$ cat config.mk
export PLATFORM = sky130hd
export DESIGN_NAME = imem_fetch_ctrl
export DESIGN_NICKNAME = d
export VERILOG_FILES = /design/src/rtl/rv32_fetch_pkg.sv /design/src/rtl/imem_fetch_ctrl.sv
export SDC_FILE = /design/constraint.sdc
export NUM_CORES = 1
export LEC_CHECK = 0
export ABC_AREA = 0
export CAP_MARGIN = 40
export CORE_ASPECT_RATIO = 1.75
export CORE_MARGIN = 4
export CORE_UTILIZATION = 44
export DETAILED_ROUTE_END_ITERATION = 12
export HOLD_SLACK_MARGIN = 0.1
export PLACE_DENSITY = 0.76
export SLEW_MARGIN = 10
export SYNTH_ARGS = -nofsm -noshare
export SYNTH_HDL_FRONTEND = slang
export SYNTH_SLANG_ARGS = --single-unit
$ cat constraint.sdc
create_clock -name clk -period 6.2 [get_ports clk]
set_clock_uncertainty 0.15 [all_clocks]
set_input_delay 1.86 -clock clk [delete_from_list [all_inputs] [get_ports clk]]
set_output_delay 1.86 -clock clk [all_outputs]
set_load 0.005 [all_outputs]
$ cat src/rtl/rv32_fetch_pkg.sv
// Shared definitions for the RV32I instruction-fetch sequencer: state codes,
// instruction size, the default halt word and the fetch-address legality rule.
package rv32_fetch_pkg;

    localparam logic [2:0] ST_IDLE  = 3'd0;
    localparam logic [2:0] ST_REQ   = 3'd1;
    localparam logic [2:0] ST_WAIT  = 3'd2;
    localparam logic [2:0] ST_OUT   = 3'd3;
    localparam logic [2:0] ST_HALT  = 3'd4;
    localparam logic [2:0] ST_FAULT = 3'd5;

    typedef enum logic [2:0] {
        S_IDLE  = ST_IDLE,
        S_REQ   = ST_REQ,
        S_WAIT  = ST_WAIT,
        S_OUT   = ST_OUT,
        S_HALT  = ST_HALT,
        S_FAULT = ST_FAULT
    } fetch_state_e;

    localparam int unsigned INST_BYTES        = 4;
    localparam logic [31:0] HALT_INST_DEFAULT = 32'h0000_0000;

    // A fetch address is legal when word aligned and the whole word lies in memory.
    function automatic logic pc_legal(input logic [31:0] pc, input logic [31:0] mem_bytes);
        return (pc[1:0] == 2'b00) && (pc <= mem_bytes - 32'(INST_BYTES));
    endfunction

endpackage

$ cat src/rtl/imem_fetch_ctrl.sv
// Instruction-fetch sequencer: owns the PC, issues one word request at a time,
// hands the instruction to decode and stops on the halt word or a bad address.
module imem_fetch_ctrl
    import rv32_fetch_pkg::*;
#(
    parameter logic [31:0] BOOT_ADDR = 32'h0000_0000,
    parameter int unsigned MEM_BYTES = 1024,
    parameter logic [31:0] HALT_INST = HALT_INST_DEFAULT
) (
    input  logic        clk,
    input  logic        rst,
    input  logic        start,
    input  logic        redirect_valid,
    input  logic [31:0] redirect_pc,
    output logic        mem_req,
    output logic [31:0] mem_addr,
    input  logic        mem_rvalid,
    input  logic [31:0] mem_rdata,
    output logic        inst_valid,
    output logic [31:0] inst,
    output logic [31:0] inst_pc,
    input  logic        inst_ready,
    output logic        halted,
    output logic        fault,
    output logic [31:0] fetch_count,
    output logic [2:0]  state_dbg
);

    // Handshake: inst is transferred on a rising edge where inst_valid and
    // inst_ready are both high; once raised, inst_valid, inst and inst_pc hold
    // until that edge or until a redirect withdraws the instruction.

    localparam logic [31:0] MEM_BYTES_W = 32'(MEM_BYTES);

    fetch_state_e state_q;
    logic [31:0]  pc_q, pc_d;
    logic         kill_q;
    logic         mem_req_q;
    logic [31:0]  mem_addr_q;
    logic         inst_valid_q;
    logic [31:0]  inst_q;
    logic [31:0]  inst_pc_q;
    logic         halted_q;
    logic         fault_q;
    logic [31:0]  count_q;
    logic         enter_req;

    // Next PC and whether the FSM moves into REQ on this edge; the request pulse
    // is registered on entry so it lines up with the REQ cycle.
    always_comb begin
        pc_d      = pc_q;
        enter_req = 1'b0;
        case (state_q)
            S_IDLE: begin
                if (redirect_valid) pc_d = redirect_pc;
                enter_req = start;
            end
            S_REQ: begin
                if (redirect_valid) pc_d = redirect_pc;
            end
            S_WAIT: begin
                if (redirect_valid)
                    pc_d = redirect_pc;
                else if (mem_rvalid && !kill_q && (mem_rdata != HALT_INST))
                    pc_d = pc_q + 32'(INST_BYTES);
                enter_req = mem_rvalid && (kill_q || redirect_valid);
            end
            S_OUT: begin
                if (redirect_valid) pc_d = redirect_pc;
                enter_req = inst_ready || redirect_valid;
            end
            default: begin
                pc_d      = pc_q;
                enter_req = 1'b0;
            end
        endcase
    end

    always_ff @(posedge clk or posedge rst) begin
        if (rst) begin
            state_q      <= S_IDLE;
            pc_q         <= BOOT_ADDR;
            kill_q       <= 1'b0;
            mem_req_q    <= 1'b0;
            mem_addr_q   <= BOOT_ADDR;
            inst_valid_q <= 1'b0;
            inst_q       <= 32'h0;
            inst_pc_q    <= 32'h0;
            halted_q     <= 1'b0;
            fault_q      <= 1'b0;
            count_q      <= 32'h0;
        end else begin
            pc_q <= pc_d;
            if (enter_req) begin
                mem_req_q  <= pc_legal(pc_d, MEM_BYTES_W);
                mem_addr_q <= pc_d;
            end else begin
                mem_req_q  <= 1'b0;
            end

            case (state_q)
                S_IDLE: begin
                    if (start) state_q <= S_REQ;
                end
                S_REQ: begin
                    if (!pc_legal(pc_q, MEM_BYTES_W)) begin
                        fault_q <= 1'b1;
                        state_q <= S_FAULT;
                    end else begin
                        state_q <= S_WAIT;
                        if (redirect_valid) kill_q <= 1'b1;
                    end
                end
                S_WAIT: begin
                    if (mem_rvalid) begin
                        // A redirect arriving with the response also makes it stale.
                        if (kill_q || redirect_valid) begin
                            kill_q  <= 1'b0;
                            state_q <= S_REQ;
                        end else if (mem_rdata == HALT_INST) begin
                            halted_q <= 1'b1;
                            state_q  <= S_HALT;
                        end else begin
                            inst_q       <= mem_rdata;
                            inst_pc_q    <= pc_q;
                            inst_valid_q <= 1'b1;
                            state_q      <= S_OUT;
                        end
                    end else if (redirect_valid) begin
                        kill_q <= 1'b1;
                    end
                end
                S_OUT: begin
                    if (inst_ready) count_q <= count_q + 32'd1;
                    if (inst_ready || redirect_valid) begin
                        inst_valid_q <= 1'b0;
                        state_q      <= S_REQ;
                    end
                end
                default: begin
                    state_q <= state_q;
                end
            endcase
        end
    end

    assign mem_req     = mem_req_q;
    assign mem_addr    = mem_addr_q;
    assign inst_valid  = inst_valid_q;
    assign inst        = inst_q;
    assign inst_pc     = inst_pc_q;
    assign halted      = halted_q;
    assign fault       = fault_q;
    assign fetch_count = count_q;
    assign state_dbg   = state_q;

endmodule
==> metrics.yaml <==
finish:
  drive_gt1_share_pct: 13.3
  fillers: 1490
  final_net_count: 997
  diodes: 0
  area_growth_pct: 36.2
  post-route-util_pct: 61.0
  fin_cells: 1168
  layout_common_cells: "clkdlybuf4s50_1 (204), dfrtp_1 (168), nand2_1 (109), mux2_2 (67), nor2_1 (38)"
  mostFrequentLayoutCell: "clkdlybuf4s50_1"
sta:
  timing.hold.ws_ns: 0.325
  fin_crit_ns: 4.87
  setup_viol: 0
  fin_tns_setup_ns: 0
  min_period_over_period_pct: 78.5
  report.final.slew_viol_count: 0
  fmax_ghz: 0.205
  tightest_slew_ns: 0.718
  max_slew_margin_pct: 51.7
  rsz0062_at_grt: "false"
  hold_viol_final: 0
logic_synthesis:
  synth_ff_type: "dfrtp_1"
  yosys.area_share.simple_pct: 18.8
  async_reset_ff_share_pct: 100
  ys_ff_latch: 168
  synth_edf_count: 0
  synthesis.area_um2: 7820
  synthTopCellsByArea: "dfrtp_1 (54%), mux2_2 (9.7%), nand2_1 (5.2%)"
  ys_types: 67
  syn-num-nets: 801
  muxShareOfSynthArea_pct: 10.5
  ys_seq_area_share_pct: 53.8
  synth_area_leader_cell: "dfrtp_1"
  synth.top_cell.area_share_pct: 53.8
  yosys_warnings: 0
  synth_compound_area_share_pct: 9.68
  syn_inst: 729
  synth_xor_area_share_pct: 3.70
  synthAdderAreaFrac_pct: 0.320
  synth_top_family_by_area: "simple AND/OR/NAND/NOR gates"
  avgSynthCellArea_um2: 10.7
clock_tree:
  hold_buffers: 0
  post_cts_buffers: 0
  numCtsBuffers: 17
  numClockSinks: 168
  cts_tree: "done"
  cts.clk_slew.worst_paths_ns: 0.06
  clock_latency_ns: 0.42
  h-tree-depth: 4
  clock_path_buffers: 2
  cts_resized: 0
  root_buffer: "clkbuf_16"
power:
  p_leak_uw: 0.00467
  powerDensity_nw_per_um2: 209
  peakVddDrop_mv: 0.148
  power_uw: 2220
detailed_routing:
  drcViolationCount: 0
  wire_per_inst_um: 19.6
  vias: 6700
  ant_nets: 0
  vias_per_cell: 5.74
  wl_um: 22900
  firstDrtPassIters: 5
  drt_iter0_markers: 498
placement:
  dp_cells: 1137
  hpwlAfterDp_um: 16800
  gp_congestion: 0.927
  portBuffers: 204
critical_path:
  reg2reg_slack_ns: 2.72
  r2r_end: "mem_req"
  cp_num_cells: 9
  reg2reg_depth: 7
  crit_chain: "clkdlybuf4s50_1 -> nor4_1 -> nand4_1 -> or2_2 -> and3_2 -> a211oi_1 -> nor3b_1 -> or4_1 -> nor4_2"
  crit_path_max_fanout: 11
  timing_worst_setup_path_type: "in2reg"
  cp_num_buf_inv: 1
  slowest_delay_ns: 0.54
  critPathLaunch: "mem_rdata[4]"
  crit_family: "simple AND/OR/NAND/NOR gates"
  required_ns: 6.37
  start_kind: "primary input"
  critPathSlowestCell: "or4_1"
  rr_startpoint: "state_dbg[2]"
  cp_data_arrival_time_ns: 5.04
  cp-end-kind: "register"
floorplan:
  dieArea_um2: 20000
  start_util_pct: 44.8
  die_x_um: 109
  std_cell_rows: 64
  die-height_um: 184
  coreArea_um2: 17500
  ios: 205
grt:
  grt_use_total_pct: 23.1
  grt_max_degree: 95
  grt-ovfl-total: 0
  grt_pass1_wl_um: 35900
  grt_pass1_vias: 6725
  antenna_found_initial: 0
outcome:
  status: "finished clean"
min_path:
  hold_depth: 2
  hold_class: "reg2reg"
  holdPathEnd: "mem_addr[22]"
  min_from: "mem_addr[22]"
run:
  cap_violations: 0
==> kinds of logic after synthesis <==
logic type / after synthesis
muxes: 74
AOI/OAI and AO/OA: 111
xor gates and xnor gates: 33
buffers and inverters: 55
adders and majority gates: 2
DFF: 168
and+or+nand+nor: 286
==> per-layer routing <==
layer / share of wire (%) / track usage [%]
met2: 53 / 41.8
met5: 0 / 0
met3: 7.2 / 4.17
met4: 4.2 / 9.91
met1: 36 / 26.2
==> power breakdown <==
group          switching [uW]  leakage, uW  internal [uW]
clock                     446     0.000256            554
combinational            56.9      0.00217           56.6
sequential               10.2      0.00224           1100
==> synthesized netlist by cell type, types with 4 or more instances <==
library cell,instances
dfrtp_1,168
nand2_1,109
mux2_2,67
nor2_1,38
clkbuf_1,27
nand4_1,25
o21ai_0,25
xnor2_1,23
nor4_1,22
nand3_1,19
a21oi_1,17
nor3_1,17
inv_1,15
a22oi_1,10
nor2b_1,10
xor2_1,10
o211ai_1,9
and3_1,8
mux2i_1,7
a31oi_1,6
buf_2,5
o22ai_1,5
o31ai_1,5
and2_1,4
and4_1,4
nor3b_1,4
o2111ai_1,4
o311a_1,4
or3_1,4
or4_1,4
==> worst max path at each step <==
stage | to | slack (ns)
final | mem_req | 1.33
after global placement | mem_req | 1.02
after global routing | mem_req | 1.18
after floorplan | fault | 2.05
after detailed placement | mem_req | 0.97
after CTS | mem_req | 1.34
==> worst register-to-register path: stages, from the launching register on <==
cell	delay (ns)
dfrtp_1	0.32
buf_4	0.37
clkinv_1	0.63
nand2_1	0.62
nor2_1	0.08
a211o_1	0.38
or4_1	0.58
nor4_2	0.25
==> final cells by class <==
type                    instances  area (um2)  share of cell area, %
repair buffers                216        2180                   20.4
multi-input cells             506        3360                   31.6
flip-flops and latches        168        4200                   39.5
well taps                     231         289                   2.71
clock inverters                13         121                   1.14
inverters                      16        63.8                  0.599
clock buffers                  18         429                   4.03
==> stage by stage <==
stage          cell area (um2)  setup WS (ns)
5_1_grt                  10600           1.18
4_1_cts                  10600           1.34
3_5_place_dp             10100          0.967
6_report                 10600           1.33
3_3_place_gp             10100           1.02
2_1_floorplan             7820           2.05
==> sequential cells by signal, indices dropped and copies added (netlist names) <==
| name | cells |
|---|---|
| kill_q | 1 |
| state_dbg | 3 |
| inst_valid | 1 |
| mem_addr | 32 |
| pc_q | 32 |
| fault | 1 |
| inst_pc | 32 |
| fetch_count | 32 |
| halted | 1 |
| mem_req | 1 |
| inst | 32 |
Note: power is estimated with default switching activity, not from simulation.
